`config.mk`:
```
export PLATFORM = sky130hd
export DESIGN_NAME = probe_scheduler_flat
export DESIGN_NICKNAME = d
export VERILOG_FILES = /design/src/rtl/probe_pkg.sv /design/src/rtl/probe_scheduler_if.sv /design/src/rtl/interval_timer.sv /design/src/rtl/probe_scheduler.sv /design/src/flat_wrapper.sv
export SDC_FILE = /design/constraint.sdc
export NUM_CORES = 1
export LEC_CHECK = 0
export ABC_AREA = 1
export CELL_PAD_IN_SITES_DETAIL_PLACEMENT = 0
export CELL_PAD_IN_SITES_GLOBAL_PLACEMENT = 1
export CORE_MARGIN = 3
export CORE_UTILIZATION = 43
export CTS_BUF_LIST = sky130_fd_sc_hd__clkbuf_8
export DETAILED_ROUTE_END_ITERATION = 6
export PLACE_DENSITY = 0.91
export SLEW_MARGIN = 10
export SYNTH_ARGS = -nofsm -noshare
export SYNTH_HDL_FRONTEND = slang
export SYNTH_HIERARCHICAL = 1
export SYNTH_SLANG_ARGS = --single-unit
export TNS_END_PERCENT = 100
```
`constraint.sdc`:
```
create_clock -name CLOCK_10M -period 2.92 [get_ports CLOCK_10M]
set_clock_uncertainty 0.05 [all_clocks]
set_input_delay 0.438 -clock CLOCK_10M [delete_from_list [all_inputs] [get_ports CLOCK_10M]]
set_output_delay 0.438 -clock CLOCK_10M [all_outputs]
set_load 0.02 [all_outputs]
```
`src/rtl/probe_pkg.sv`:
```
// Shared definitions for the probe scheduler and the host register map.
// Contents: scheduler state encoding, interval/group widths and the default
// acknowledge timeout and minimum interval.
package probe_pkg;

  localparam int unsigned INTERVAL_W       = 32;
  localparam int unsigned GROUP_W          = 16;
  localparam int unsigned ACK_TIMEOUT_DEF  = 16;
  localparam int unsigned MIN_INTERVAL_DEF = 4;

  typedef enum logic [2:0] {
    IDLE   = 3'd0,
    ARM    = 3'd1,
    RUN    = 3'd2,
    WAIT   = 3'd3,
    FINISH = 3'd4
  } state_e;

endpackage

```
`src/rtl/probe_scheduler_if.sv`:
```
// Host / transceiver signal bundle of the probe scheduler.
// master: the scheduler (takes host requests and TRANSC_BUSY, drives the rest).
// slave : the environment (host command decoder plus signal_transceiver).
interface probe_scheduler_if #(
  parameter int unsigned INTERVAL_W = probe_pkg::INTERVAL_W,
  parameter int unsigned GROUP_W    = probe_pkg::GROUP_W
);

  logic                  RUN_REQ;
  logic                  STOP_REQ;
  logic [GROUP_W-1:0]    GROUPS_NUMBER;
  logic [INTERVAL_W-1:0] PROBE_INTERVAL;
  logic                  TRANSC_BUSY;
  logic                  START_PROBE;
  logic                  SCHED_BUSY;
  logic [GROUP_W-1:0]    GROUP_CNT;
  logic                  DONE;
  logic                  OVERRUN;
  logic                  ACK_ERR;

  modport master (
    input  RUN_REQ, STOP_REQ, GROUPS_NUMBER, PROBE_INTERVAL, TRANSC_BUSY,
    output START_PROBE, SCHED_BUSY, GROUP_CNT, DONE, OVERRUN, ACK_ERR
  );

  modport slave (
    output RUN_REQ, STOP_REQ, GROUPS_NUMBER, PROBE_INTERVAL, TRANSC_BUSY,
    input  START_PROBE, SCHED_BUSY, GROUP_CNT, DONE, OVERRUN, ACK_ERR
  );

endinterface

```
`src/rtl/interval_timer.sv`:
```
// Loadable down-counter that saturates at zero.
// Ports: CLOCK_10M/RESET (async, active-high); load strobes value into the
// counter; zero is a registered flag, high while the count is 0.
module interval_timer
  import probe_pkg::*;
#(
  parameter int unsigned W = INTERVAL_W
) (
  input  logic         CLOCK_10M,
  input  logic         RESET,
  input  logic         load,
  input  logic [W-1:0] value,
  output logic         zero
);

  logic [W-1:0] count;

  // Zero tracks the next count so it is available as a plain register.
  always_ff @(posedge CLOCK_10M or posedge RESET) begin
    if (RESET) begin
      count <= '0;
      zero  <= 1'b1;
    end else if (load) begin
      count <= value;
      zero  <= (value == '0);
    end else if (count != '0) begin
      count <= count - W'(1);
      zero  <= (count == W'(1));
    end
  end

endmodule

```
`src/rtl/probe_scheduler.sv`:
```
// Probe scheduler: fires START_PROBE at the transceiver GROUPS_NUMBER times
// (0 = until STOP_REQ), start-to-start spaced by PROBE_INTERVAL cycles, and
// follows each probe through the TRANSC_BUSY handshake.
// Ports: CLOCK_10M, RESET (async, active-high); bus (master modport) carries
// RUN_REQ/STOP_REQ/GROUPS_NUMBER/PROBE_INTERVAL/TRANSC_BUSY in and
// START_PROBE/SCHED_BUSY/GROUP_CNT/DONE/OVERRUN/ACK_ERR out, all registered.
// INTERVAL_W must match the width of the connected interface instance.
module probe_scheduler
  import probe_pkg::*;
#(
  parameter int unsigned ACK_TIMEOUT  = ACK_TIMEOUT_DEF,
  parameter int unsigned INTERVAL_W   = probe_pkg::INTERVAL_W,
  parameter int unsigned MIN_INTERVAL = MIN_INTERVAL_DEF
) (
  input logic               CLOCK_10M,
  input logic               RESET,
  probe_scheduler_if.master bus
);

  localparam int unsigned ACK_W = $clog2(ACK_TIMEOUT + 1);

  state_e                state;
  logic                  run_req_q;
  logic                  stop_pending;
  logic [GROUP_W-1:0]    groups_q;
  logic [INTERVAL_W-1:0] interval_q;
  logic [ACK_W-1:0]      ack_cnt;

  logic                  start_probe;
  logic                  sched_busy;
  logic [GROUP_W-1:0]    group_cnt;
  logic                  done;
  logic                  overrun;
  logic                  ack_err;

  logic                  run_edge;
  logic                  timer_load;
  logic                  timer_zero;
  logic [INTERVAL_W-1:0] timer_value;
  logic [INTERVAL_W-1:0] interval_clamped;
  logic [GROUP_W-1:0]    cnt_next;
  logic                  last_probe;

  assign run_edge = bus.RUN_REQ & ~run_req_q;

  assign interval_clamped = (bus.PROBE_INTERVAL < INTERVAL_W'(MIN_INTERVAL)) ?
                            INTERVAL_W'(MIN_INTERVAL) : bus.PROBE_INTERVAL;

  // Load on the first ARM cycle. The count is shortened by two so that zero
  // is seen in WAIT one cycle before the next START_PROBE must be high,
  // absorbing the load cycle and the registered ARM transition.
  assign timer_load  = (state == ARM) && (ack_cnt == '0);
  assign timer_value = interval_q - INTERVAL_W'(2);

  assign cnt_next   = group_cnt + GROUP_W'(1);
  assign last_probe = ((groups_q != '0) && (cnt_next == groups_q)) ||
                      stop_pending || bus.STOP_REQ;

  interval_timer #(.W(INTERVAL_W)) u_timer (
    .CLOCK_10M (CLOCK_10M),
    .RESET     (RESET),
    .load      (timer_load),
    .value     (timer_value),
    .zero      (timer_zero)
  );

  // Run sequencer with registered outputs.
  always_ff @(posedge CLOCK_10M or posedge RESET) begin
    if (RESET) begin
      state        <= IDLE;
      run_req_q    <= 1'b0;
      stop_pending <= 1'b0;
      groups_q     <= '0;
      interval_q   <= '0;
      ack_cnt      <= '0;
      start_probe  <= 1'b0;
      sched_busy   <= 1'b0;
      group_cnt    <= '0;
      done         <= 1'b0;
      overrun      <= 1'b0;
      ack_err      <= 1'b0;
    end else begin
      run_req_q <= bus.RUN_REQ;
      done      <= 1'b0;
      case (state)
        IDLE: begin
          if (run_edge) begin
            groups_q     <= bus.GROUPS_NUMBER;
            interval_q   <= interval_clamped;
            group_cnt    <= '0;
            overrun      <= 1'b0;
            ack_err      <= 1'b0;
            stop_pending <= 1'b0;
            sched_busy   <= 1'b1;
            start_probe  <= 1'b1;
            ack_cnt      <= '0;
            state        <= ARM;
          end
        end
        ARM: begin
          if (bus.STOP_REQ) stop_pending <= 1'b1;
          if (bus.TRANSC_BUSY) begin
            start_probe <= 1'b0;
            state       <= RUN;
          end else if (ack_cnt == ACK_W'(ACK_TIMEOUT - 1)) begin
            start_probe <= 1'b0;
            ack_err     <= 1'b1;
            sched_busy  <= 1'b0;
            done        <= 1'b1;
            state       <= FINISH;
          end else begin
            ack_cnt <= ack_cnt + ACK_W'(1);
          end
        end
        RUN: begin
          if (!bus.TRANSC_BUSY) begin
            group_cnt <= cnt_next;
            if (last_probe) begin
              sched_busy <= 1'b0;
              done       <= 1'b1;
              state      <= FINISH;
            end else begin
              // Timer already expired: the next probe will start late.
              if (timer_zero) overrun <= 1'b1;
              state <= WAIT;
            end
          end else if (bus.STOP_REQ) begin
            stop_pending <= 1'b1;
          end
        end
        WAIT: begin
          if (bus.STOP_REQ) begin
            sched_busy <= 1'b0;
            done       <= 1'b1;
            state      <= FINISH;
          end else if (timer_zero) begin
            start_probe <= 1'b1;
            ack_cnt     <= '0;
            state       <= ARM;
          end
        end
        FINISH: begin
          state <= IDLE;
        end
        default: begin
          start_probe <= 1'b0;
          state       <= IDLE;
        end
      endcase
    end
  end

  assign bus.START_PROBE = start_probe;
  assign bus.SCHED_BUSY  = sched_busy;
  assign bus.GROUP_CNT   = group_cnt;
  assign bus.DONE        = done;
  assign bus.OVERRUN     = overrun;
  assign bus.ACK_ERR     = ack_err;

endmodule
```
`src/flat_wrapper.sv`:
```
// flat-port wrapper written by rule: the top's interface ports become plain ports
module probe_scheduler_flat import probe_pkg::*;
#(
  parameter int unsigned ACK_TIMEOUT  = ACK_TIMEOUT_DEF,
  parameter int unsigned INTERVAL_W   = probe_pkg::INTERVAL_W,
  parameter int unsigned MIN_INTERVAL = MIN_INTERVAL_DEF
)
  (CLOCK_10M, RESET, bus_RUN_REQ, bus_STOP_REQ, bus_GROUPS_NUMBER, bus_PROBE_INTERVAL, bus_TRANSC_BUSY, bus_START_PROBE, bus_SCHED_BUSY, bus_GROUP_CNT, bus_DONE, bus_OVERRUN, bus_ACK_ERR);
  probe_scheduler_if #(.INTERVAL_W(INTERVAL_W)) bus_i ();
  input logic CLOCK_10M;
  input logic RESET;
  input wire logic [$bits(bus_i.RUN_REQ)-1:0] bus_RUN_REQ;
  input wire logic [$bits(bus_i.STOP_REQ)-1:0] bus_STOP_REQ;
  input wire logic [$bits(bus_i.GROUPS_NUMBER)-1:0] bus_GROUPS_NUMBER;
  input wire logic [$bits(bus_i.PROBE_INTERVAL)-1:0] bus_PROBE_INTERVAL;
  input wire logic [$bits(bus_i.TRANSC_BUSY)-1:0] bus_TRANSC_BUSY;
  output wire logic [$bits(bus_i.START_PROBE)-1:0] bus_START_PROBE;
  output wire logic [$bits(bus_i.SCHED_BUSY)-1:0] bus_SCHED_BUSY;
  output wire logic [$bits(bus_i.GROUP_CNT)-1:0] bus_GROUP_CNT;
  output wire logic [$bits(bus_i.DONE)-1:0] bus_DONE;
  output wire logic [$bits(bus_i.OVERRUN)-1:0] bus_OVERRUN;
  output wire logic [$bits(bus_i.ACK_ERR)-1:0] bus_ACK_ERR;
  assign bus_i.RUN_REQ = bus_RUN_REQ;
  assign bus_i.STOP_REQ = bus_STOP_REQ;
  assign bus_i.GROUPS_NUMBER = bus_GROUPS_NUMBER;
  assign bus_i.PROBE_INTERVAL = bus_PROBE_INTERVAL;
  assign bus_i.TRANSC_BUSY = bus_TRANSC_BUSY;
  assign bus_START_PROBE = bus_i.START_PROBE;
  assign bus_SCHED_BUSY = bus_i.SCHED_BUSY;
  assign bus_GROUP_CNT = bus_i.GROUP_CNT;
  assign bus_DONE = bus_i.DONE;
  assign bus_OVERRUN = bus_i.OVERRUN;
  assign bus_ACK_ERR = bus_i.ACK_ERR;
  probe_scheduler #(.ACK_TIMEOUT(ACK_TIMEOUT), .INTERVAL_W(INTERVAL_W), .MIN_INTERVAL(MIN_INTERVAL)) u_core (.CLOCK_10M(CLOCK_10M), .RESET(RESET), .bus(bus_i));
endmodule
```
==> results.py <==
metrics = {
    "run_status": {
        "outcome": "complete, no violations",
    },
    "yosys": {
        "synth_warnings": 6,
        "synth_edf_count": 0,
        "synthCells": 1006,
        "syn_area_um2": 7129,
        "syn_nets": 1066,
        "ys_types": 43,
        "ys_async_sr_fraction_pct": 100.0,
        "synth_top_cell_by_area": "dfrtp_1",
        "avgSynthCellArea_um2": 7.087,
        "seq_area_frac_synth_pct": 39.33,
        "ys_seq_elements": 112,
        "ys.flop_type": "dfrtp_1",
        "synth_top_cells_by_area": "dfrtp_1 39%, nand2_1 17%, nor2_1 7.4%, inv_1 6.4%, xor2_1 4.9%",
        "synth_top_area_share_pct": 38.96,
    },
    "sta": {
        "hold_viol_final": 0,
        "tns_ps": 0,
        "finalCriticalPeriod_ps": 2612,
        "slew_viol_final": 0,
        "fmax_ghz": 0.3829,
        "tightest_slew_ps": 561.6,
        "slew_headroom_pct": 61.59,
        "fin_crit_sh_pct": 89.45,
        "setup_viol": 0,
        "postLayoutSetupSlackWorst_ps": 308.0,
    },
    "place": {
        "dp_hpwl_mm": 14.84,
        "dp.cells": 1286,
        "place_ws_ps": 251.2,
        "gp_routability_congestion": 0.8705,
        "placed_area_um2": 8108,
        "port_buffers": 73,
    },
    "global_routing": {
        "grt-ovfl-total": 0,
        "antenna_found_initial": 0,
        "grt_usage_pct": 21.57,
        "grt_pass1_wl_mm": 31.51,
        "grt_start_max_net_pins": 43,
        "grt_pass1_vias": 6334,
    },
    "finish": {
        "final_cells": 1303,
        "n_fill_cell": 1611,
        "drive_above_1_share_pct": 8.464,
        "diodes": 0,
        "final_cell_area_um2": 8312,
        "nets": 1142,
        "areaGrowthSynthToFinish_pct": 16.58,
    },
    "floorplanning": {
        "core_area_um2": 16060,
        "num_rows": 46,
        "die-height_um": 134.8,
        "dieArea_um2": 18160,
        "pin_count": 74,
        "initial_core_util_pct": 44.40,
        "dieWidth_um": 134.8,
    },
    "routing": {
        "drtIter0Drc": 442,
        "vias": 6518,
        "drc_errors": 0,
        "viasPerCell": 5.002,
        "routedWlPerCell_um": 14.40,
        "drtPass1Iterations": 5,
        "routed_wl_mm": 18.76,
        "drt.antenna.violating_nets": 0,
    },
    "worst_hold_path": {
        "hp-class": "input pin to asynchronous set/reset pin",
    },
    "pwr": {
        "ir_worst_vdd_uv": 376.0,
        "power_leakage_nw": 3.894,
        "power_mw": 7.385,
        "p_per_area_nw_per_um2": 888.5,
    },
    "clock_network": {
        "htree_levels": 3,
        "clk_pin_slew_ps": 120,
        "cts_tree": "done",
        "clock_sinks": 112,
        "cts.path.max_buffers": 2,
        "clk-insertion-delay-late_ps": 400,
        "cts_root_buf": "clkbuf_8",
        "cts_buffers": 9,
    },
    "setup_path": {
        "path_class": "flop to flop",
        "required_ps": 3210,
        "startpoint_type": "flop",
        "cp_data_arrival_time_ps": 2900,
        "cp-end-kind": "flop",
        "crit_fanout": 4,
    },
    "job": {
        "cap_violations": 0,
    },
}
what timing repair did:
| item | in CTS | in global routing |
|---|---|---|
| hold buffers | 0 | 0 |
| buffers inserted | 0 | 1 |
| setup endpoints to repair | 0 | 1 |
| resized for setup | 0 | 4 |
synthesized netlist by cell type (2+ instances only):
cell / n
a21oi_1: 4
buf_2: 7
buf_6: 4
clkbuf_1: 5
dfrtp_1: 111
ha_1: 7
inv_1: 122
inv_2: 6
nand2_1: 315
nand2_2: 3
nand2_4: 3
nand3_1: 69
nand3_2: 4
nand4_1: 17
nor2_1: 140
nor2_2: 11
nor2_4: 9
nor3_1: 5
nor3_2: 3
nor3_4: 2
nor4_1: 9
o21ai_0: 56
o21ai_1: 3
o21ai_2: 11
o21bai_1: 5
o22ai_1: 13
or2_2: 3
xnor2_1: 5
xor2_1: 40
registers in the layout (all words and copies together), names as in the netlist, 3 cells and up:
name,count
u_core/state,3
u_core/interval_q,32
u_core/ack_cnt,5
u_core/u_timer/count,32
u_core/bus.GROUP_CNT,16
u_core/groups_q,16
layout by cell type (no fill, tap or decap), types with 6 or more instances in the layout:
cell type / instances
nand2_1: 315
nor2_1: 139
inv_1: 121
dfrtp_1: 111
clkdlybuf4s50_1: 73
nand3_1: 68
o21ai_0: 56
xor2_1: 40
nand4_1: 17
o22ai_1: 13
nor2_2: 12
o21ai_2: 11
clkbuf_8: 9
nor2_4: 9
nor4_1: 9
buf_4: 8
inv_2: 6
ha_1: 6
per-stage QoR:
step | hold slack, ps | util, %
floorplan | 402.1 | -
global placement | 412.0 | 50.49
detailed placement | 420.5 | 50.49
CTS | 407.5 | 51.61
global route | 432.2 | 51.76
finish | 390.2 | 51.76
routing by layer:
metal | routed length, um | GRT usage (%)
met1 | 8889 | 29.88
met4 | 292 | 5.543
met2 | 8683 | 34.57
met3 | 895 | 4.620
met5 | 0 | 0
worst max-delay path, stage by stage (launching register included):
cell and delay [ps]:
dfrtp_1 420, inv_1 130, ha_2 210, nand3_1 130, nor2_2 180, nand3_2 140, nor3_2 230, nand2_1 130
nor2_1 140, nand4_1 110, xor2_1 170, nor2_1 110, nand2_1 60, nor2_1 90, nand4_1 90, nand3_1 90
nand2_1 50, inv_1 50
final cells by class:
class,count,area [um2],share of cell area (%)
Multi-Input combinational cell,747,3739,44.98
Sequential cell,112,2804,33.73
Tap cell,216,270.3,3.252
Clock inverter,7,56.30,0.6774
Inverter,129,488.0,5.871
Timing Repair Buffer,83,830.8,9.995
Clock buffer,9,123.9,1.490
final timing paths:
kind / start / endpoint / slack [ps] / cells past startpoint
worst min-delay path: RESET / u_core/interval_q[7]$_DFFE_PP0P_ / 390 / 2
worst max register to register: u_core/interval_q[1]$_DFFE_PP0P_ / u_core/u_timer/zero$_DFFE_PP1P_ / 310 / 17
max in group asynchronous: RESET / u_core/bus.START_PROBE$_DFFE_PP0P_ / 1830 / 3
worst min register to register: u_core/u_timer/count[1]$_DFFE_PP0P_ / u_core/u_timer/count[1]$_DFFE_PP0P_ / 450 / 2
worst max-delay path: u_core/interval_q[1]$_DFFE_PP0P_ / u_core/u_timer/zero$_DFFE_PP1P_ / 310 / 17
min in group CLOCK_10M: u_core/u_timer/count[1]$_DFFE_PP0P_ / u_core/u_timer/count[1]$_DFFE_PP0P_ / 450 / 2
logic make-up after synthesis:
group / synth area share (%)
xor gates and xnor gates: 5.844
AOI/OAI and AO/OA: 8.073
DFF: 39.33
adders and majority gates: 1.228
and+or+nand+nor: 37.00
buffers and inverters: 8.529
report_power, final:
| group | total [mW] | internal (mW) | switching (mW) |
|---|---|---|---|
| Combinational | 3.76 | 1.33 | 2.42 |
| Clock | 0.898 | 0.320 | 0.578 |
| Sequential | 2.73 | 2.16 | 0.566 |
Note: power is estimated with default switching activity, not from simulation.
